`config.mk`:
```
export PLATFORM = sky130hd
export DESIGN_NAME = rst_seq_multi
export DESIGN_NICKNAME = d
export VERILOG_FILES = /design/src/rtl/rst_seq_multi.sv
export SDC_FILE = /design/constraint.sdc
export NUM_CORES = 1
export LEC_CHECK = 0
export CAP_MARGIN = 20
export CORE_ASPECT_RATIO = 0.6
export CORE_UTILIZATION = 40
export DETAILED_ROUTE_END_ITERATION = 10
export PLACE_DENSITY_LB_ADDON = 0.25
export SYNTH_ARGS = -nofsm -noshare
export SYNTH_HDL_FRONTEND = slang
export SYNTH_SLANG_ARGS = --single-unit
```
`constraint.sdc`:
```
create_clock -name CLK_IN -period 3.3 [get_ports CLK_IN]
set_input_delay 0.495 -clock CLK_IN [delete_from_list [all_inputs] [get_ports CLK_IN]]
set_output_delay 0.495 -clock CLK_IN [all_outputs]
set_load 0.01 [all_outputs]
```
`src/rtl/rst_seq_multi.sv`:
```
// rst_seq_multi: PLL-lock gated reset sequencer; releases N_OUT active-low domains one at a time
// and pulls them all back on lock loss or a software reset request.
module rst_seq_multi #(
    parameter int N_OUT       = 4,
    parameter int LOCK_FILT   = 4,
    parameter int RELEASE_DLY = 225,
    parameter int STAGE_DLY   = 16,
    parameter int SWRST_LEN   = 32
) (
    input  logic             CLK_IN,
    input  logic             RESET,
    input  logic             PLL_OK,
    input  logic             SW_RST_REQ,
    output logic [N_OUT-1:0] n_RESET_OUT,
    output logic             RST_DONE,
    output logic [2:0]       SEQ_STATE,
    output logic [7:0]       LOCK_LOSS
);
    localparam int MAX_A = (RELEASE_DLY > STAGE_DLY) ? RELEASE_DLY : STAGE_DLY;
    localparam int MAX_D = (MAX_A > SWRST_LEN) ? MAX_A : SWRST_LEN;
    localparam int CW    = $clog2(MAX_D + 1);
    localparam int FW    = $clog2(LOCK_FILT + 1);

    typedef enum logic [2:0] {
        HOLD      = 3'd0,
        LOCK_WAIT = 3'd1,
        STAGGER   = 3'd2,
        RUN       = 3'd3,
        SWRST     = 3'd4
    } state_t;

    state_t           state, state_nx;
    logic [1:0]       sync_ff;
    logic [FW-1:0]    filt;
    logic [CW-1:0]    cnt, cnt_nx;
    logic [N_OUT-1:0] out_nx, out_step;
    logic             synced, locked, lost, sw_ok;

    assign synced    = sync_ff[1];
    assign locked    = filt == FW'(LOCK_FILT);
    assign lost      = !synced && state != HOLD;
    assign sw_ok     = state == LOCK_WAIT || state == STAGGER || state == RUN;
    assign out_step  = N_OUT'({n_RESET_OUT, 1'b1});
    assign RST_DONE  = state == RUN;
    assign SEQ_STATE = state;

    always_ff @(posedge CLK_IN) begin
        if (RESET) begin
            sync_ff     <= '0;
            filt        <= '0;
            state       <= HOLD;
            cnt         <= '0;
            n_RESET_OUT <= '0;
            LOCK_LOSS   <= '0;
        end else begin
            sync_ff     <= {sync_ff[0], PLL_OK};
            filt        <= !synced ? '0 : locked ? filt : filt + 1'b1;
            state       <= state_nx;
            cnt         <= cnt_nx;
            n_RESET_OUT <= out_nx;
            if (lost && LOCK_LOSS != 8'hFF)
                LOCK_LOSS <= LOCK_LOSS + 8'd1;
        end
    end

    // priority: lock loss, then software request, then normal sequencing
    always_comb begin
        state_nx = state;
        cnt_nx   = cnt + 1'b1;
        out_nx   = n_RESET_OUT;
        case (state)
            HOLD: begin
                cnt_nx = '0;
                out_nx = '0;
                if (locked && synced)
                    state_nx = LOCK_WAIT;
            end
            LOCK_WAIT: if (cnt == CW'(RELEASE_DLY)) begin
                state_nx = (N_OUT == 1) ? RUN : STAGGER;
                cnt_nx   = '0;
                out_nx   = N_OUT'(1);
            end
            STAGGER: if (cnt == CW'(STAGE_DLY - 1)) begin
                cnt_nx = '0;
                out_nx = out_step;
                if (&out_step)
                    state_nx = RUN;
            end
            RUN: cnt_nx = '0;
            SWRST: begin
                out_nx = '0;
                if (SW_RST_REQ)
                    cnt_nx = '0;
                else if (cnt == CW'(SWRST_LEN - 1)) begin
                    state_nx = LOCK_WAIT;
                    cnt_nx   = '0;
                end
            end
            default: begin
                state_nx = HOLD;
                cnt_nx   = '0;
                out_nx   = '0;
            end
        endcase
        if (SW_RST_REQ && sw_ok) begin
            state_nx = SWRST;
            cnt_nx   = '0;
            out_nx   = '0;
        end
        if (lost) begin
            state_nx = HOLD;
            cnt_nx   = '0;
            out_nx   = '0;
        end
    end
endmodule

```
-- After elaboration in Yosys (flattened, before gate mapping)
Cells that the tools add are included.
- word-level logic and storage cells: 66
- register bits: 28
- output and inout port bits: 16
- multiplexer cells: 16
- add/sub/neg operators: 3
- bitwise operators: 2
- equality and inequality tests: 22
- reductions and logical operators: 16
- operator list (cell ; number):
    $mux 8 ; 4
    $pmux 8 s3 ; 1
    $mux 3 ; 7
    $add 8x1->8 const B ; 2
    $pmux 3 s5 ; 1
    $reduce_and 7->1 ; 2
    $pmux 4 s3 ; 1
    $ne 3x1->1 const B ; 3
    $ne 3x3->1 const B ; 3
    $eq 8x4->1 const B ; 1
    $eq 8x5->1 const B ; 1
    $eq 8x8->1 const B ; 1
    $mux 4 ; 2
    $ne 2x1->1 const B ; 4
    $ne 8x8->1 const B ; 1
    $eq 3x2->1 const B ; 2
    $eq 3x3->1 const B ; 2
    $ne 2x2->1 const B ; 3
    $reduce_and 3->1 ; 2
    $logic_and 1x1->1 ; 4
    $reduce_or 2->1 ; 2
    $add 3x1->3 const B ; 1
    $eq 3x1->1 const B ; 1
    $logic_not 3->1 ; 1
    other kinds (5) ; 7

-- Depth between registers and ports, before layout
- depth in word-level cells: 6
- mapped depth: 8
- mapped depth without buffers: 7

-- Least setup slack after synthesis
Ideal clock, no wire load.
- kind: reg-to-reg
- start: register state[1], in the netlist SEQ_STATE[1]
- end: register state[1], in the netlist SEQ_STATE[1]
- setup slack: 1557 ps
- data required time: 3155 ps
- cell stages (with the launch flop): 8
- arrival: 1599 ps
- setup time: 145 ps
- path through: dfxtp_1 -> buf_2 -> nor3b_2 -> o31ai_4 -> and2_1 -> buf_4 -> a31oi_1 -> a311oi_2
- cells in the longest elaborated chain, start to end: 5
- elaborated cells on any way between the ends: 20
- classes of those cells: eq/ne: 10; mux: 1; bitwise: 1; reduce/logical: 8
- RTL lines (what ; line ; source):
    from (decl) ; 32 ; state_t state, state_nx;
    from (signal assigned) ; 58 ; state <= state_nx;
    parallel branches: the longest is 5 deep, another holds $reduce_and 7->1 ; -- ;
Several ways; the timed one is not identified.
A chain may end at the register's enable or synchronous reset.

-- Worst setup path in the final report
- start: register state[1], in the netlist SEQ_STATE[1]
- end: output port RST_DONE
- cells in the longest elaborated chain, start to end: 1
- RTL lines (what ; line ; source):
    $eq 3x2->1 ; 44 ; assign RST_DONE = state == RUN;
    to (decl) ; 15 ; output logic RST_DONE,
Every way passes these cells.

==> impl_metrics.env <==
export IMPL_run_status="completed"
export IMPL_grt_pass1_vias=1013
export IMPL_synth_cells=159
export IMPL_reg2reg_slack_ps=1330
export IMPL_syn_area_um2=1376
export IMPL_cts_made_buffers=3
export IMPL_grt_pass1_wl_mm=4.609
export IMPL_clock_latency_ps=280
export IMPL_cts_resized=0
export IMPL_slew_headroom_pct=65.60
export IMPL_io_pins=20
export IMPL_power_leakage_nw=0.5944
export IMPL_cts_root_buf="clkbuf_8"
export IMPL_design_area_um2=1643
export IMPL_fmax_mhz=434.7
export IMPL_skew_ps=9.772
export IMPL_cp_arrival_ps=1810
export IMPL_n_antenna_cell=0
export IMPL_drtAntennaViolNets=0
export IMPL_rr_startpoint="SEQ_STATE[1]"
export IMPL_dieArea_um2=3687
export IMPL_pwr_share_seq_pct=60.5
export IMPL_hold_violations=0
export IMPL_top_usage_layer="met2"
export IMPL_postCtsSetupRepairBufs=0
export IMPL_synthFlopType="dfxtp_1"
export IMPL_clock_path_buffers=2
export IMPL_vias=1132
export IMPL_slowest_stage="clkdlybuf4s50_1"
export IMPL_start_kind="flip-flop"
export IMPL_avgViaCountPerCell=5.122
export IMPL_period_minus_slack_ps=2301
export IMPL_grt_overflow_total=0
export IMPL_synth_async_reset_ratio_pct=0
export IMPL_maxCapViolations=0
export IMPL_grt_use_met3_pct=5.333
export IMPL_synthesis_nets=168
export IMPL_r2r_end="SEQ_STATE[1]"
export IMPL_start_util_pct=42.18
export IMPL_cts_sinks=28
export IMPL_grt_max_degree=16
export IMPL_drv_slew=0
export IMPL_min_path_cells=1
export IMPL_synth_edf_count=0
export IMPL_ys_top_cells_by_area="dfxtp_1 41%, xor2_1 7.0%, nor2_1 6.3%, ha_1 4.5%, nand2_1 4.1%"
export IMPL_netSwitchingFraction_pct=19.74
export IMPL_gp_congestion=0.8532
export IMPL_fp_dieH_um=47.44
export IMPL_core_um2=3263
export IMPL_avgSynthCellArea_um2=8.656
export IMPL_drt_pass1_iterations=4
export IMPL_fin_setup_tns_ps=0
export IMPL_drc_errors=0
export IMPL_clock_power_share_pct=37.4
export IMPL_wl_per_cell_um=12.77
export IMPL_timing_final_crit_share_pct=69.71
export IMPL_setup_ws_ps=999.4
export IMPL_post_dp_cell_area_um2=1588
export IMPL_rsz0062_at_grt="no"
export IMPL_critPathCaptureType="output port"
export IMPL_met2_usage_pct=25.31
export IMPL_worstMarginPinSlew_ps=513.8
export IMPL_yosys_warnings=0
export IMPL_drive_gt1_share_pct=6.818
export IMPL_ctsHtreeMaxLevel=1
export IMPL_num_rows=16
export IMPL_min_to="sync_ff[1]"
export IMPL_finalSetupViolCount=0
export IMPL_ys_ff_latch=28
export IMPL_post_place_ws_ps=1248
export IMPL_hpwl_mm=2.059
export IMPL_crit_chain="nand2_1 > nor2_1 > clkdlybuf4s50_1"
export IMPL_cp_required_ps=2800
export IMPL_track_usage_pct=16.35
export IMPL_met1_usage_pct=21.41
export IMPL_yosysTopAreaCell="dfxtp_1"
export IMPL_ir_drop_mv=0.1840
export IMPL_path_clk_slew_ps=100
export IMPL_rr_worst_depth=5
export IMPL_hold_path_class="flip-flop to flip-flop"
export IMPL_cts_tree="built"
export IMPL_switching_power_w=0.0001110
export IMPL_hp_start="sync_ff[0]"
export IMPL_wl_mm=2.822
export IMPL_syn_to_final_growth_pct=19.36
export IMPL_path_class="flip-flop to output port"
export IMPL_final_nets=186
export IMPL_port_buffers=19
export IMPL_powerDensity_nw_per_um2=342.2
export IMPL_hold_buffers=0
export IMPL_pwr_share_comb_pct=2.1
export IMPL_slowest_delay_ps=590
export IMPL_die_w_um=77.73
export IMPL_synth_top_area_share_pct=40.73
export IMPL_p_int_w=0.0004512
export IMPL_ys_types=41
export IMPL_seq_area_frac_synth_pct=40.73
export IMPL_drt_iter0_markers=96
export IMPL_antenna_found_initial=0
export IMPL_cp_max_fo=9
-- synthesized netlist by cell type, drive strengths merged, types with 2 or more instances --
library cell / count
a21oi: 9
and2: 2
and3: 2
buf: 4
clkbuf: 2
dfxtp: 28
ha: 5
inv: 5
mux2i: 2
nand2: 15
nand2b: 4
nand3: 11
nand4: 6
nand4b: 3
nor2: 23
nor2b: 2
nor3: 3
nor3b: 2
o21ai: 2
o31ai: 2
or2: 2
or3: 2
xnor2: 3
xor2: 11
-- sequential cells by signal (all words and copies together) (netlist names) --
name and cells:
SEQ_STATE 3, sync_ff 2, filt 3, cnt 8
n_RESET_OUT 4, LOCK_LOSS 8
-- metrics by stage --
stage,power (W),hold WS (ps),util (%),instances
final,0.0005622,444.7,50.35,221
after global routing,0.0005839,477.5,50.35,221
after floorplan,0.0003539,413.8,-,159
after CTS,0.0005716,449.6,50.35,221
after detailed placement,0.0003595,427.3,48.66,217
after global placement,0.0003592,417.4,48.66,217
-- power groups by stage --
stage	Sequential [W]	Combinational (W)	Clock [W]
final	0.000340	0.0000115	0.000211
after global placement	0.000348	0.0000112	0
after global routing	0.000341	0.0000127	0.000231
after CTS	0.000340	0.0000115	0.000220
after detailed placement	0.000348	0.0000114	0
after floorplan	0.000348	0.00000607	0
-- cells in the final DEF, fill, tap and decap left out, drive strengths merged, types with 2 or more instances in the layout --
cell type,Yosys,layout
dfxtp,28,28
nor2,23,23
clkdlybuf4s50,0,19
nand2,15,15
nand3,11,11
xor2,11,11
a21oi,9,9
nand4,6,6
inv,5,5
ha,5,5
nand2b,4,4
clkbuf,2,4
nand4b,3,3
xnor2,3,3
nor3,3,3
and2,2,2
o21ai,2,2
or2,2,2
mux2i,2,2
nor2b,2,2
or3,2,2
nor3b,2,2
o31ai,2,2
and3,2,2
-- final cells by class --
| class | instances | area, um^2 |
|---|---|---|
| Sequential cell | 28 | 560.5 |
| Tap cell | 45 | 56.30 |
| Inverter | 5 | 18.77 |
| Fill cell | 314 | 1620 |
| Timing Repair Buffer | 19 | 190.2 |
| Multi-Input combinational cell | 120 | 762.0 |
| Clock buffer | 4 | 55.05 |
-- how the worst max path moves through the flow --
stage                       startpoint  cells past startpoint  slack, ps           end
after floorplan           SEQ_STATE[1]                      7       1560  SEQ_STATE[1]
after global placement      SW_RST_REQ                      5       1310  SEQ_STATE[1]
after detailed placement    SW_RST_REQ                      5       1250  SEQ_STATE[1]
after CTS                 SEQ_STATE[0]                      3        980      RST_DONE
after global routing      SEQ_STATE[1]                      3        910      RST_DONE
final                     SEQ_STATE[1]                      3       1000      RST_DONE
-- worst max-delay path, delay by kind of cell (launching register included) --
family | cells | cell delay [ps]
AND/OR/NAND/NOR | 2 | 360
buffers and inverters | 1 | 590
flip-flops | 1 | 580
-- cell families after synthesis --
| group | count (synthesis) | synth area share, % |
|---|---|---|
| fa+ha+maj | 5 | 4.545 |
| simple gates | 80 | 30.36 |
| xor+xnor | 14 | 8.909 |
| mux | 2 | 1.455 |
| buf+inv | 11 | 3.909 |
| compound gates | 19 | 10.09 |
| flops | 28 | 40.73 |
-- metal layers --
metal	vias up	wire length [um]
li1	582	-
met5	-	0
met1	515	1391
met3	2	171
met4	0	21
met2	33	1238
Note: power is estimated with default switching activity, not from simulation.
